===== src/rtl/fifo_rd_stream_pkg.sv =====
// fifo_rd_stream shared defaults and helpers.
// Optional framing is enabled with FIFO_RD_STREAM_LAST_EN.
package fifo_rd_stream_pkg;

  localparam int DSIZE_DEF      = 16;
  localparam int SKID_DEPTH_DEF = 2;
  localparam int PKT_LEN_DEF    = 8;

  function automatic int ptr_w(input int depth);
    return (depth > 1) ? $clog2(depth) : 1;
  endfunction

endpackage


===== src/rtl/fifo_rd_skid.sv =====
// Circular skid buffer absorbing the FIFO read latency.
// Head entry is always presented on data_o.
module fifo_rd_skid
  import fifo_rd_stream_pkg::*;
#(
  parameter int DSIZE = DSIZE_DEF,
  parameter int DEPTH = SKID_DEPTH_DEF
) (
  input  logic                       clk,
  input  logic                       rst,
  input  logic                       push_i,
  input  logic [DSIZE-1:0]           data_i,
  input  logic                       pop_i,
  output logic [DSIZE-1:0]           data_o,
  output logic [$clog2(DEPTH+1)-1:0] count_o
);

  localparam int PW = ptr_w(DEPTH);
  localparam int CW = $clog2(DEPTH+1);

  logic [DSIZE-1:0] mem_q [DEPTH];
  logic [PW-1:0]    wptr_q, wptr_d;
  logic [PW-1:0]    rptr_q, rptr_d;
  logic [CW-1:0]    cnt_q, cnt_d;

  // DEPTH is a power of two, so the pointers wrap naturally
  always_comb begin
    wptr_d = wptr_q + PW'(push_i);
    rptr_d = rptr_q + PW'(pop_i);
    cnt_d  = cnt_q + CW'(push_i) - CW'(pop_i);
  end

  always_ff @(posedge clk) begin
    if (rst) begin
      wptr_q <= '0;
      rptr_q <= '0;
      cnt_q  <= '0;
    end else begin
      wptr_q <= wptr_d;
      rptr_q <= rptr_d;
      cnt_q  <= cnt_d;
    end
  end

  always_ff @(posedge clk) begin
    if (push_i) mem_q[wptr_q] <= data_i;
  end

  assign data_o  = mem_q[rptr_q];
  assign count_o = cnt_q;

endmodule


===== src/rtl/fifo_rd_stream.sv =====
// Read-side drain engine: credit-based pops into a skid buffer.
// Define FIFO_RD_STREAM_LAST_EN to frame words into PKT_LEN packets.
module fifo_rd_stream
  import fifo_rd_stream_pkg::*;
#(
  parameter int DSIZE      = DSIZE_DEF,
  parameter int SKID_DEPTH = SKID_DEPTH_DEF,
  parameter int PKT_LEN    = PKT_LEN_DEF
) (
  input  logic             rclk,
  input  logic             rrst,
  input  logic             rempty,
  output logic             rinc,
  input  logic [DSIZE-1:0] fifo_rdata,
  output logic             out_valid,
  input  logic             out_ready,
  output logic [DSIZE-1:0] out_data,
  output logic             out_last,
  output logic             busy
);

  localparam int CW = $clog2(SKID_DEPTH+1);

  logic [CW-1:0] count;
  logic [CW:0]   used;
  logic          inflight_q, inflight_d;
  logic          accept;

  assign accept = out_valid & out_ready;

  // Credit counts the pop in flight and frees the slot accepted now
  always_comb begin
    used = {1'b0, count} + (CW+1)'(inflight_q)
         - (CW+1)'(accept);
    rinc = !rrst & !rempty
         & (used < (CW+1)'(SKID_DEPTH));
    inflight_d = rinc;
  end

  always_ff @(posedge rclk) begin
    if (rrst) inflight_q <= 1'b0;
    else      inflight_q <= inflight_d;
  end

  fifo_rd_skid #(
    .DSIZE (DSIZE),
    .DEPTH (SKID_DEPTH)
  ) u_skid (
    .clk     (rclk),
    .rst     (rrst),
    .push_i  (inflight_q),
    .data_i  (fifo_rdata),
    .pop_i   (accept),
    .data_o  (out_data),
    .count_o (count)
  );

  assign out_valid = (count != '0);
  assign busy      = out_valid | inflight_q;

`ifdef FIFO_RD_STREAM_LAST_EN
  localparam int LW = ptr_w(PKT_LEN);

  logic [LW-1:0] wcnt_q, wcnt_d;
  logic          wrap;

  assign wrap = (wcnt_q == LW'(PKT_LEN-1));

  always_comb begin
    wcnt_d = wcnt_q;
    if (accept) wcnt_d = wrap ? '0 : wcnt_q + 1'b1;
  end

  always_ff @(posedge rclk) begin
    if (rrst) wcnt_q <= '0;
    else      wcnt_q <= wcnt_d;
  end

  assign out_last = out_valid & wrap;
`else
  logic unused_pkt;
  assign unused_pkt = (PKT_LEN > 0);
  assign out_last   = 1'b0;
`endif

endmodule


===== config.mk =====
export PLATFORM = sky130hd
export DESIGN_NAME = fifo_rd_stream
export DESIGN_NICKNAME = d
export VERILOG_FILES = /design/src/rtl/fifo_rd_stream_pkg.sv /design/src/rtl/fifo_rd_skid.sv /design/src/rtl/fifo_rd_stream.sv
export SDC_FILE = /design/constraint.sdc
export NUM_CORES = 1
export LEC_CHECK = 0
export ABC_AREA = 1
export CORE_MARGIN = 2
export CORE_UTILIZATION = 40
export CTS_CLUSTER_SIZE = 25
export DETAILED_ROUTE_END_ITERATION = 12
export GPL_TIMING_DRIVEN = 0
export PLACE_DENSITY = 0.68
export SYNTH_ARGS = -nofsm -noshare
export SYNTH_HDL_FRONTEND = slang
export SYNTH_SLANG_ARGS = --single-unit

===== constraint.sdc =====
create_clock -name rclk -period 4.2 [get_ports rclk]
set_clock_uncertainty 0.1 [all_clocks]
set_input_delay 0.84 -clock rclk [delete_from_list [all_inputs] [get_ports rclk]]
set_output_delay 0.84 -clock rclk [all_outputs]
set_load 0.02 [all_outputs]

; ---- Yosys cells after proc, flatten, opt, wreduce, memory -nomap -nowiden
; Memories as Yosys holds them, arrays and structs flattened. A register that Yosys moved wholly into a read port is not among the register bits.
; Index checks and enable logic that the tools add are counted.
[op_classes]
n_addsub = 6
magnitude_cmp = 1
mux = 3
n_bitwise = 4
n_reduce_logical = 3
[op_table]
columns = op, n
row1 = 2-bit by 1-bit adder with 3-bit output, 1
row2 = 1-bit AND, 3
row3 = "3-bit by 2-bit < comparator with 1-bit output, second input constant", 1
row4 = 1-bit 2-to-1 mux, 3
row5 = 3-bit by 1-bit subtractor with 3-bit output, 1
row6 = 1-bit adder, 2
row7 = 2-bit by 1-bit adder with 2-bit output, 1
row8 = 1-bit zero test, 2
row9 = 2-bit nonzero test, 1
row10 = 2-bit by 1-bit subtractor with 2-bit output, 1
row11 = 1-bit bitwise OR, 1
[word_totals]
ff_bits = 5
ramBits = 32
input_bits = 20
word_cells = 22
memories = 1
[mem_list]
columns = memory, depth, width, rd, rd_ports_with_merged_regs, wr, line
row1 = u_skid.mem_q, 2, 16, 1, 1, 1, fifo_rd_skid.sv:21  ; logic [DSIZE-1:0] mem_q [DEPTH];

; ---- Logic depth before layout (Yosys ltp)
; Gate-level depths: netlist (run 1).
[depth]
word_depth = 5
ltp_mapped = 9
ltp_nobuf = 9

; ---- Modules after synthesis
; From an unflattened synthesis (run 1), not the netlist that was laid out.
[unflattened]
hier_cells = 95
hier_area_um2 = 1540.2
[by_module_without_submodules]
columns = mod, instances, cells_per_inst, area_each_um2, seq_area_each_um2
row1 = fifo_rd_skid, 1, 75, 1407.6, 1041.0
row2 = fifo_rd_stream, 1, 20, 132.6, 20.0

; ---- Least setup slack after synthesis (run 1)
; No wires, ideal clock.
[synth_path]
kind = input -> output
start = in out_ready
end = out rinc
arrival_ns = 2.240
required_time_ns = 3.260
setup_slack_ns = 1.020
stages = 9
path_buffers = 0
path_cell_list = inv_1 > nor2_1 > ha_1 > inv_1 > ha_1 > fa_1 > inv_1 > nand2_1 > nor2_1
[synth_between]
elab_chain_cells = 4
[synth_lines]
columns = item, line
row1 = start: declaration, fifo_rd_stream.sv:16  ; input logic out_ready,
row2 = 1-bit AND, fifo_rd_stream.sv:29  ; assign accept = out_valid & out_ready;
row3 = 3-bit by 1-bit subtractor with 3-bit output, fifo_rd_stream.sv:34  ; - (CW+1)'(accept);
row4 = 3-bit by 2-bit < comparator with 1-bit output, fifo_rd_stream.sv:36  ; & (used < (CW+1)'(SKID_DEPTH));
row5 = 1-bit AND, fifo_rd_stream.sv:36
row6 = end: declaration, fifo_rd_stream.sv:13  ; output logic rinc,
; Every way passes these cells.

; ---- Worst setup path in the final report (run 1)
; Same ends and word-level chain as after synthesis.

==> flow_metrics.py, run 1 <==
metrics = {
    "status": {
        "outcome": "finished, final reports clean",
    },
    "timing": {
        "worst_slew_pin_slew_ns": 0.758,
        "final.setup.tns_ns": 0,
        "slew_viol_final": 0,
        "timing.fmax_mhz": 249,
        "holdWs_ns": 0.449,
        "fin_crit_sh_pct": 95.5,
        "hold_violations": 0,
        "finalCriticalPeriod_ns": 4.01,
        "finalSetupViolCount": 0,
        "fin_ws_ns": 0.191,
        "rsz0062_at_grt": "no",
        "max_slew_margin_pct": 49.4,
    },
    "logic_synthesis": {
        "yosys.cell_count.top_type": "edfxtp_1",
        "synthFlopType": "edfxtp_1",
        "syn_inst": 87,
        "yosys-top-cells-area": "edfxtp_1 65%, mux2_4 8.1%, dfxtp_1 6.7%",
        "synth_nets": 112,
        "ys_types": 16,
        "synth_common_cells": "32 x edfxtp_1, 10 x nor2_1, 9 x inv_1",
        "synth_warnings": 0,
        "postSynthAreaPerCell_um2": 17.1,
        "yosys.area.top_type": "edfxtp_1",
        "synth_top_area_share_pct": 64.6,
        "synthArstFlopShare_pct": 0,
        "synth-seq-cells": 37,
        "ys_seq_area_share_pct": 71.4,
        "synth_edf_count": 32,
        "synthesis.area_um2": 1490,
    },
    "clock_tree": {
        "clk_pin_slew_ns": 0.07,
        "clock_sinks": 37,
        "ctsLongestPathBuffers": 2,
        "cts_tree": "done",
        "root_buffer": "clkbuf_8",
        "cts_made_buffers": 5,
        "cts.htree.levels": 2,
        "clock_latency_ns": 0.28,
    },
    "setup_path": {
        "required_ns": 3.26,
        "reg2reg_slack_ns": 2.25,
        "slowest_stage": "clkdlybuf4s50_1",
        "crit_buf_inv": 5,
        "rr_worst_depth": 9,
        "crit_chain": "clkdlybuf4s50_1, inv_1, nor2_1, ha_1, inv_1, ha_1, fa_1, inv_1, nand2_1, nor2_1, dlygate4sd2_1",
        "startpoint_type": "input port",
        "critPathArrivalTime_ns": 3.07,
        "path_delay_family": "buffers and inverters",
        "worstSetupPathType": "in2out",
        "crit_path_frequent_cell": "inv_1",
        "reg2reg_to": "inflight_q",
        "worst-path-max-fanout": 2,
        "cp_num_cells": 11,
        "r2r-start": "u_skid.count_o[1]",
        "crit_path_end_kind": "output port",
        "max_stage_delay_ns": 0.49,
    },
    "finish": {
        "n_fill_cell": 300,
        "area_growth_syn_to_layout_pct": 35.1,
        "drive_gt1_share_pct": 20.3,
        "layout.nets": 157,
        "diodes": 0,
        "multiInputGateArea_um2": 353,
        "fin_area_um2": 2010,
        "seqCellArea_um2": 1060,
    },
    "detailed_routing": {
        "vias_per_cell": 4.48,
        "vias": 811,
        "routed_wl_um": 2390,
        "drt_iter0_markers": 23,
        "antenna_left": 0,
        "drc_errors": 0,
        "wl_per_cell_um": 13.2,
        "drt_pre_antenna_iters": 4,
    },
    "place": {
        "port_buffers": 38,
        "place_area_um2": 1930,
        "post-dp-hpwl_um": 1670,
        "gp_congestion": 0.824,
        "pre_cts_ws_ns": -0.0200,
    },
    "global_routing": {
        "grt_pass1_vias": 866,
        "grt_pass1_wl_um": 3970,
        "grt_start_max_net_pins": 17,
        "antenna_found_initial": 0,
        "grt_usage_pct": 13.2,
        "grt-ovfl-total": 0,
    },
    "floorplanning": {
        "fp-row-count": 22,
        "coreArea_um2": 3610,
        "die_area_um2": 4220,
        "initial_core_util_pct": 41.2,
        "die_h_um": 65.0,
        "io_pins": 40,
        "fp.dieW_um": 65.0,
    },
    "hold_path": {
        "hold-path-cell-count": 3,
        "holdCritStartpoint": "u_skid.wptr_q",
        "min_to": "u_skid.wptr_q",
        "hp-class": "reg2reg",
    },
    "power": {
        "p_leak_nw": 0.747,
        "power.density_nw_per_um2": 608,
        "ir_drop_mv": 0.308,
    },
    "job": {
        "drv_cap": 0,
    },
}
## logic make-up after synthesis
| group | after synthesis | synth area share [%] |
|---|---|---|
| flops | 37 | 71.4 |
| mux | 16 | 14.1 |
| simple gates | 15 | 4.04 |
| buf+inv | 12 | 4.88 |
| fa+ha+maj | 5 | 4.71 |
| xor+xnor | 1 | 0.589 |
| other cells | 1 | 0.252 |
## how the worst max path moves through the flow
stage                   start  slack (ns)  endpoint
floorplan           out_ready        1.02      rinc
global placement    out_ready        0.06      rinc
detailed placement  out_ready       -0.02      rinc
CTS                 out_ready        0.20      rinc
global route        out_ready         0.1      rinc
finish              out_ready        0.19      rinc
## flip-flops by register name (all words and copies together), names as in the netlist
signal and flops:
u_skid.count_o 2, u_skid.mem_q 32, inflight_q 1, u_skid.wptr_q 1, u_skid.rptr_q 1
## per-layer routing
| layer | up-vias | global-route usage [%] | share of wire, % |
|---|---|---|---|
| met1 | 384 | 14.5 | 40 |
| met4 | 0 | 6.38 | 1.9 |
| met2 | 29 | 22.2 | 51 |
| met3 | 6 | 5.38 | 6.3 |
| met5 | - | 0 | 0 |
| li1 | 392 | - | - |
## repair_timing
action	CTS	global route
hold buffers	0	0
endpoints found under the setup margin	1	0
setup buffers	0	0
gates resized for setup	1	0
## worst reg2reg max path, stage by stage (launching register included)
cell and delay, ns:
dfxtp_1 0.33, nor2_1 0.13, nor2_1 0.08, ha_1 0.28, inv_1 0.04, ha_1 0.19, fa_1 0.51, inv_1 0.06
nand2_1 0.08, nor2_1 0.04
## area by class of cell
cell class              instances  area share (%)
flip-flops and latches         37            52.8
clock inverters                 2           0.498
inverters                       9            1.68
plain buffers                   3            1.93
multi-input cells              38            17.6
well taps                      48            2.99
repair buffers                 38            18.9
clock buffers                   6            3.61
## layout by cell type (no fill, tap or decap)
cell type / n
clkdlybuf4s50_1: 37
edfxtp_1: 32
nor2_1: 10
inv_1: 9
mux2_4: 8
mux2_2: 8
clkbuf_8: 5
dfxtp_1: 5
ha_1: 4
nand2_1: 3
clkinv_2: 2
buf_6: 1
buf_12: 1
or2_2: 1
xnor2_1: 1
nand3_1: 1
fa_1: 1
buf_4: 1
conb_1: 1
clkbuf_1: 1
dlygate4sd2_1: 1
## report_power, final
group	leakage [nW]	switching, mW	total (mW)	internal (mW)
clock	0.0450	0.116	0.231	0.115
sequential	0.332	0.0232	0.506	0.482
combinational	0.370	0.232	0.485	0.252
total	0.747	0.371	1.22	0.849
## metrics by stage
| stage | util [%] | std cells | power (mW) |
|---|---|---|---|
| 3_5_place_dp | 53.4 | 173 | 1.00 |
| 2_1_floorplan | - | 87 | 0.804 |
| 3_3_place_gp | 53.4 | 173 | 0.989 |
| 4_1_cts | 55.7 | 181 | 1.24 |
| 5_1_grt | 55.7 | 181 | 1.29 |
| 6_report | 55.7 | 181 | 1.22 |
(Power assumes the default switching activity.)
==> inputs of run 2 (changes only) <==
--- a/config.mk
+++ b/config.mk
@@ -11,6 +11,7 @@
 export CTS_CLUSTER_SIZE = 25
 export DETAILED_ROUTE_END_ITERATION = 12
 export GPL_TIMING_DRIVEN = 0
+export MAX_ROUTING_LAYER = met4
 export PLACE_DENSITY = 0.68
 export SYNTH_ARGS = -nofsm -noshare
 export SYNTH_HDL_FRONTEND = slang
==> constraint.sdc (replaced) <==
create_clock -name rclk -period 3.85 [get_ports rclk]
set_clock_uncertainty 0.1 [all_clocks]
set_input_delay 0.77 -clock rclk [delete_from_list [all_inputs] [get_ports rclk]]
set_output_delay 0.77 -clock rclk [all_outputs]
set_load 0.01 [all_outputs]
==> run 2 against run 1 <==
Register-to-register slack worse by 0.34 ns. Non-clock buffer count is the same. Combinational power fell by 3%. Clock power up 9%. Via count up 0.12%. Die area stayed put. Largest cell class unchanged.
==> flow_metrics.py, run 2 (synthesis results as in run 1) <==
metrics = {
    "status": {
        "outcome": "finished, final reports clean",
    },
    "finish": {
        "area_growth_syn_to_layout_pct": 35.4,
        "top_register": "u_skid.mem_q",
        "fin_util_pct": 55.8,
        "diodes": 0,
        "drive_gt1_share_pct": 21.1,
        "layout_commonest_cell": "clkdlybuf4s50_1",
        "mostFrequentLayoutCells": "37 x clkdlybuf4s50_1, 32 x edfxtp_1, 9 x inv_1, 9 x nor2_1",
        "largest_reg_flops": 32,
        "layout.nets": 157,
    },
    "timing": {
        "rsz0062_at_grt": "no",
        "worst_slew_pin_slew_ns": 0.755,
        "fin_crit_sh_pct": 97.1,
        "hold_violations": 0,
        "finalCriticalPeriod_ns": 3.74,
        "finalSetupViolCount": 0,
        "fin_ws_ns": 0.112,
        "timing.fmax_mhz": 267,
        "max_slew_margin_pct": 49.6,
        "slew_viol_final": 0,
        "final.setup.tns_ns": 0,
    },
    "global_routing": {
        "grt_pass1_vias": 871,
        "antenna_found_initial": 0,
        "grt-ovfl-total": 0,
        "grt_pass1_wl_um": 3970,
        "grt_usage_pct": 13.5,
        "grt_start_max_net_pins": 17,
    },
    "clock_tree": {
        "cts_made_buffers": 5,
        "cts_setup_buffers": 0,
        "cts_tree": "done",
        "ctsHoldBuffers": 0,
        "root_buffer": "clkbuf_8",
        "clock_latency_ns": 0.28,
        "clk_pin_slew_ns": 0.07,
        "clock_sinks": 37,
        "ctsLongestPathBuffers": 2,
        "ctsResizeCount": 2,
        "cts.htree.levels": 2,
    },
    "hold_path": {
        "hp-class": "reg2reg",
    },
    "detailed_routing": {
        "antenna_left": 0,
        "drt_iter0_markers": 26,
        "vias": 812,
        "drc_errors": 0,
        "wl_per_cell_um": 13.3,
        "routed_wl_um": 2410,
        "drt_pre_antenna_iters": 4,
        "vias_per_cell": 4.49,
    },
    "floorplanning": {
        "fp.dieW_um": 65.0,
        "coreArea_um2": 3610,
        "io_pins": 40,
        "die_area_um2": 4220,
        "fp-row-count": 22,
        "die_h_um": 65.0,
        "initial_core_util_pct": 41.2,
    },
    "power": {
        "p_switching_mw": 0.344,
        "ir_drop_mv": 0.338,
        "intPower_mw": 0.927,
        "p_leak_nw": 0.744,
        "combPwrFrac_pct": 36.9,
        "seqPwrFrac_pct": 43.4,
        "power_frac_clock_pct": 19.8,
        "switching_share_pct": 27.1,
        "power.density_nw_per_um2": 632,
    },
    "setup_path": {
        "startpoint_type": "input port",
        "worstSetupPathType": "in2out",
        "critPathArrivalTime_ns": 2.87,
        "required_ns": 2.98,
        "worst-path-max-fanout": 2,
        "crit_path_end_kind": "output port",
    },
    "place": {
        "gp_congestion": 0.836,
        "port_buffers": 38,
        "pre_cts_ws_ns": -0.162,
        "post-dp-hpwl_um": 1670,
    },
    "job": {
        "drv_cap": 0,
    },
}
==> run 2: cell count changes in the layout (fill, tap and decap cells not counted), sizes merged <==
cell | before | now
clkdlybuf4s15 | 0 | 1
dlygate4sd2 | 1 | 0
==> run 2: worst max-delay path, stage by stage <==
cell and delay (ns):
clkdlybuf4s50_1 0.49, inv_1 0.06, nor2_2 0.14, ha_1 0.25
inv_1 0.06, ha_1 0.16, fa_1 0.43, inv_1 0.09
nand2_1 0.07, nor2_1 0.10, clkdlybuf4s15_1 0.24
==> run 2: worst paths after layout <==
kind / slack [ns] / end / from / cells past startpoint
max: 0.11 / rinc / out_ready / 11
min reg2reg: 0.45 / u_skid.wptr_q / u_skid.wptr_q / 3
max reg2reg: 1.91 / inflight_q / u_skid.count_o[1] / 9
min: 0.45 / u_skid.wptr_q / u_skid.wptr_q / 3
==> run 2: power groups by stage <==
stage          clock network [mW]  registers [mW]  logic, mW
4_1_cts                     0.259           0.552      0.477
5_1_grt                     0.279           0.560      0.505
3_5_place_dp                    0           0.561      0.472
6_report                    0.251           0.552      0.469
3_3_place_gp                    0           0.556      0.461
2_1_floorplan                   0           0.552      0.261
==> run 2: area by class of cell <==
type,count,area [µm²]
repair buffers,38,380
fillers,299,1590
flip-flops and latches,37,1060
well taps,48,60.1
multi-input cells,38,355
clock inverters,2,10.0
plain buffers,3,38.8
clock buffers,6,72.6
inverters,9,33.8
==> run 2: per-layer routing <==
layer	vias to the layer above	wire length, µm	track usage (%)
met3	4	147	3.82
met5	-	0	-
met2	30	1260	22.2
met1	384	972	14.5
li1	394	-	-
met4	0	25	7.98
==> run 2: stage by stage <==
stage | total power [mW] | cell area (µm²) | std cells | hold WS, ns
2_1_floorplan | 0.813 | 1490 | 87 | 0.419
3_3_place_gp | 1.02 | 1930 | 173 | 0.429
3_5_place_dp | 1.03 | 1930 | 173 | 0.444
4_1_cts | 1.29 | 2010 | 181 | 0.453
5_1_grt | 1.34 | 2010 | 181 | 0.484
6_report | 1.27 | 2010 | 181 | 0.450
==> inputs of run 3 (changes only) <==
--- a/config.mk
+++ b/config.mk
@@ -5,14 +5,14 @@
 export SDC_FILE = /design/constraint.sdc
 export NUM_CORES = 1
 export LEC_CHECK = 0
-export ABC_AREA = 1
 export CORE_MARGIN = 2
 export CORE_UTILIZATION = 40
 export CTS_CLUSTER_SIZE = 25
 export DETAILED_ROUTE_END_ITERATION = 12
 export GPL_TIMING_DRIVEN = 0
 export MAX_ROUTING_LAYER = met4
-export PLACE_DENSITY = 0.68
+export PLACE_DENSITY = 0.71
+export SLEW_MARGIN = 20
 export SYNTH_ARGS = -nofsm -noshare
 export SYNTH_HDL_FRONTEND = slang
 export SYNTH_SLANG_ARGS = --single-unit
==> constraint.sdc (replaced) <==
create_clock -name rclk -period 3.1 [get_ports rclk]
set_clock_uncertainty 0.1 [all_clocks]
set_input_delay 0.62 -clock rclk [delete_from_list [all_inputs] [get_ports rclk]]
set_output_delay 0.62 -clock rclk [all_outputs]
set_load 0.01 [all_outputs]
==> run 3 against run 2 <==
Sequential power increased by 24%. Flip-flop and latch count stayed put. Critical path depth fell by 3. Register-to-register slack got worse by 0.72 ns. Non-clock buffer count up 2. Clock power increased by 25%. Clock-buffer cell count unchanged. Core utilization rose by 2.3 points. Largest cell class unchanged. Power up 25%. Highest routed layer unchanged. Area after synthesis decreased by 2.4%. Design area fell by 1.3%.
==> flow_metrics.py, run 3 <==
metrics = {
    "finish": {
        "mostFrequentLayoutCells": "36 x clkdlybuf4s50_1, 32 x edfxtp_1, 17 x mux2_2",
        "final_cell_count_no_fill": 173,
        "layout.nets": 151,
        "diodes": 0,
        "top_register": "u_skid.mem_q",
        "n_fill_cell": 273,
        "area_growth_syn_to_layout_pct": 36.9,
        "drive_gt1_share_pct": 25.2,
        "fin_util_pct": 58.1,
        "layout_commonest_cell": "clkdlybuf4s50_1",
        "largest_reg_flops": 32,
    },
    "place": {
        "post-dp-hpwl_um": 1670,
        "port_buffers": 38,
        "dp.cells": 163,
        "gp_congestion": 0.644,
    },
    "floorplanning": {
        "fp-row-count": 21,
        "die_h_um": 64.2,
        "die_area_um2": 4120,
        "initial_core_util_pct": 42.5,
        "fp.dieW_um": 64.2,
        "io_pins": 40,
        "coreArea_um2": 3420,
    },
    "setup_path": {
        "worstSetupPathType": "in2out",
        "reg2reg_slack_ns": 1.19,
        "worst-path-max-fanout": 3,
        "rr_worst_depth": 6,
        "crit_path_end_kind": "output port",
        "startpoint_type": "input port",
        "r2r-start": "u_skid.count_o[1]",
        "critPathArrivalTime_ns": 2.26,
        "required_ns": 2.38,
        "reg2reg_to": "inflight_q",
    },
    "clock_tree": {
        "ctsHoldBuffers": 0,
        "clk_pin_slew_ns": 0.10,
        "clock_sinks": 37,
        "cts_tree": "done",
        "root_buffer": "clkbuf_4",
        "cts_made_buffers": 5,
        "ctsLongestPathBuffers": 2,
        "cts.htree.levels": 2,
        "clock_latency_ns": 0.33,
    },
    "detailed_routing": {
        "vias_per_cell": 4.64,
        "routed_wl_um": 2400,
        "antenna_left": 0,
        "vias": 802,
        "drc_errors": 0,
        "drt_pre_antenna_iters": 4,
        "wl_per_cell_um": 13.9,
        "drt_iter0_markers": 36,
    },
    "logic_synthesis": {
        "synth_top_area_share_pct": 66.3,
        "synth_edf_count": 32,
        "synthFlopType": "edfxtp_1",
        "ys_seq_area_share_pct": 73.2,
        "synthArstFlopShare_pct": 0,
        "yosys.cell_count.top_type": "edfxtp_1",
        "synth-seq-cells": 37,
        "synth_nets": 104,
        "synth_warnings": 0,
        "yosys-top-cells-area": "edfxtp_1 66%, mux2_2 13%, dfxtp_1 6.9%",
        "postSynthAreaPerCell_um2": 18.4,
        "synthesis.area_um2": 1450,
        "syn_inst": 79,
        "ys_types": 18,
        "yosys.area.top_type": "edfxtp_1",
        "synth_common_cells": "32 x edfxtp_1, 17 x mux2_2, 5 x dfxtp_1, 5 x inv_1, 4 x ha_1",
    },
    "hold_path": {
        "min_to": "u_skid.wptr_q",
        "holdCritStartpoint": "u_skid.wptr_q",
        "hp-class": "reg2reg",
        "hold-path-cell-count": 3,
    },
    "global_routing": {
        "grt_pass1_wl_um": 3800,
        "grt-ovfl-total": 0,
        "antenna_found_initial": 0,
        "grt_pass1_vias": 822,
        "grt_start_max_net_pins": 17,
        "grt_usage_pct": 13.2,
    },
    "timing": {
        "rsz0062_at_grt": "yes",
        "final.setup.tns_ns": 0,
        "finalCriticalPeriod_ns": 2.98,
        "worst_slew_pin_slew_ns": 0.794,
        "hold_violations": 0,
        "fin_crit_sh_pct": 96.1,
        "finalSetupViolCount": 0,
        "timing.fmax_mhz": 336,
        "max_slew_margin_pct": 47.1,
        "holdWs_ns": 0.460,
        "slew_viol_final": 0,
    },
    "job": {
        "drv_cap": 0,
    },
    "power": {
        "ir_drop_mv": 0.369,
        "p_leak_nw": 0.705,
        "power.density_nw_per_um2": 797,
    },
    "status": {
        "outcome": "finished, final reports clean",
    },
}
## run 3: worst max-delay path by stage
stage,start,end,slack [ns],cells after the start
2_1_floorplan,out_ready,rinc,0.31,6
3_3_place_gp,out_ready,rinc,-0.54,8
3_5_place_dp,out_ready,rinc,-0.63,8
4_1_cts,out_ready,rinc,0.002,8
5_1_grt,u_skid.count_o[1],rinc,-0.01,7
6_report,out_ready,rinc,0.12,8
## run 3: repair_timing
item | 4_1_cts | 5_1_grt
pin swaps | 3 | 4
setup endpoints to repair | 1 | 1
setup buffers | 1 | 1
resized for setup | 10 | 1
## run 3: kinds of logic after synthesis
group,after synthesis,share of synthesized area [%]
compound gates,1,0.518
flops,37,73.2
mux,17,13.2
xor+xnor,1,0.604
simple gates,9,3.45
other cells,1,0.259
buf+inv,8,3.97
fa+ha+maj,5,4.83
## run 3: through the flow
stage / power, mW / area, µm² / setup WS, ns
4_1_cts: 1.60 / 1980 / 0.00218
3_5_place_dp: 1.28 / 1890 / -0.628
6_report: 1.58 / 1990 / 0.120
3_3_place_gp: 1.25 / 1890 / -0.538
5_1_grt: 1.68 / 1990 / -0.0101
2_1_floorplan: 0.994 / 1450 / 0.309
## run 3: metal layers
layer | vias to the layer above | share of wire (%) | global-route usage, %
li1 | 384 | - | -
met1 | 380 | 42 | 15.3
met2 | 30 | 49 | 20.1
met3 | 8 | 6.3 | 4.05
met4 | 0 | 2.6 | 7.98
met5 | - | 0 | -
## run 3: report_power, final
part / internal, mW / switching, mW / leakage [nW]
logic: 0.348 / 0.236 / 0.332
clock network: 0.168 / 0.145 / 0.0399
registers: 0.655 / 0.0304 / 0.333
## run 3: layout make-up
class                           instances  area [µm²]  share of cell area, %
Clock inverter                          2        33.8                   1.70
Inverter                                5        18.8                  0.945
Tap cell                               46        57.6                   2.90
Multi-Input combinational cell         34         340                   17.1
Clock buffer                            6        41.3                   2.08
Buffer                                  3        38.8                   1.95
Sequential cell                        37        1060                   53.6
Timing Repair Buffer                   40         390                   19.7
## run 3: critical path: stages
cell	delay, ns
clkdlybuf4s15_1	0.17
o21a_1	0.11
ha_1	0.27
inv_1	0.05
ha_2	0.17
fa_1	0.49
nor4_2	0.23
buf_2	0.17
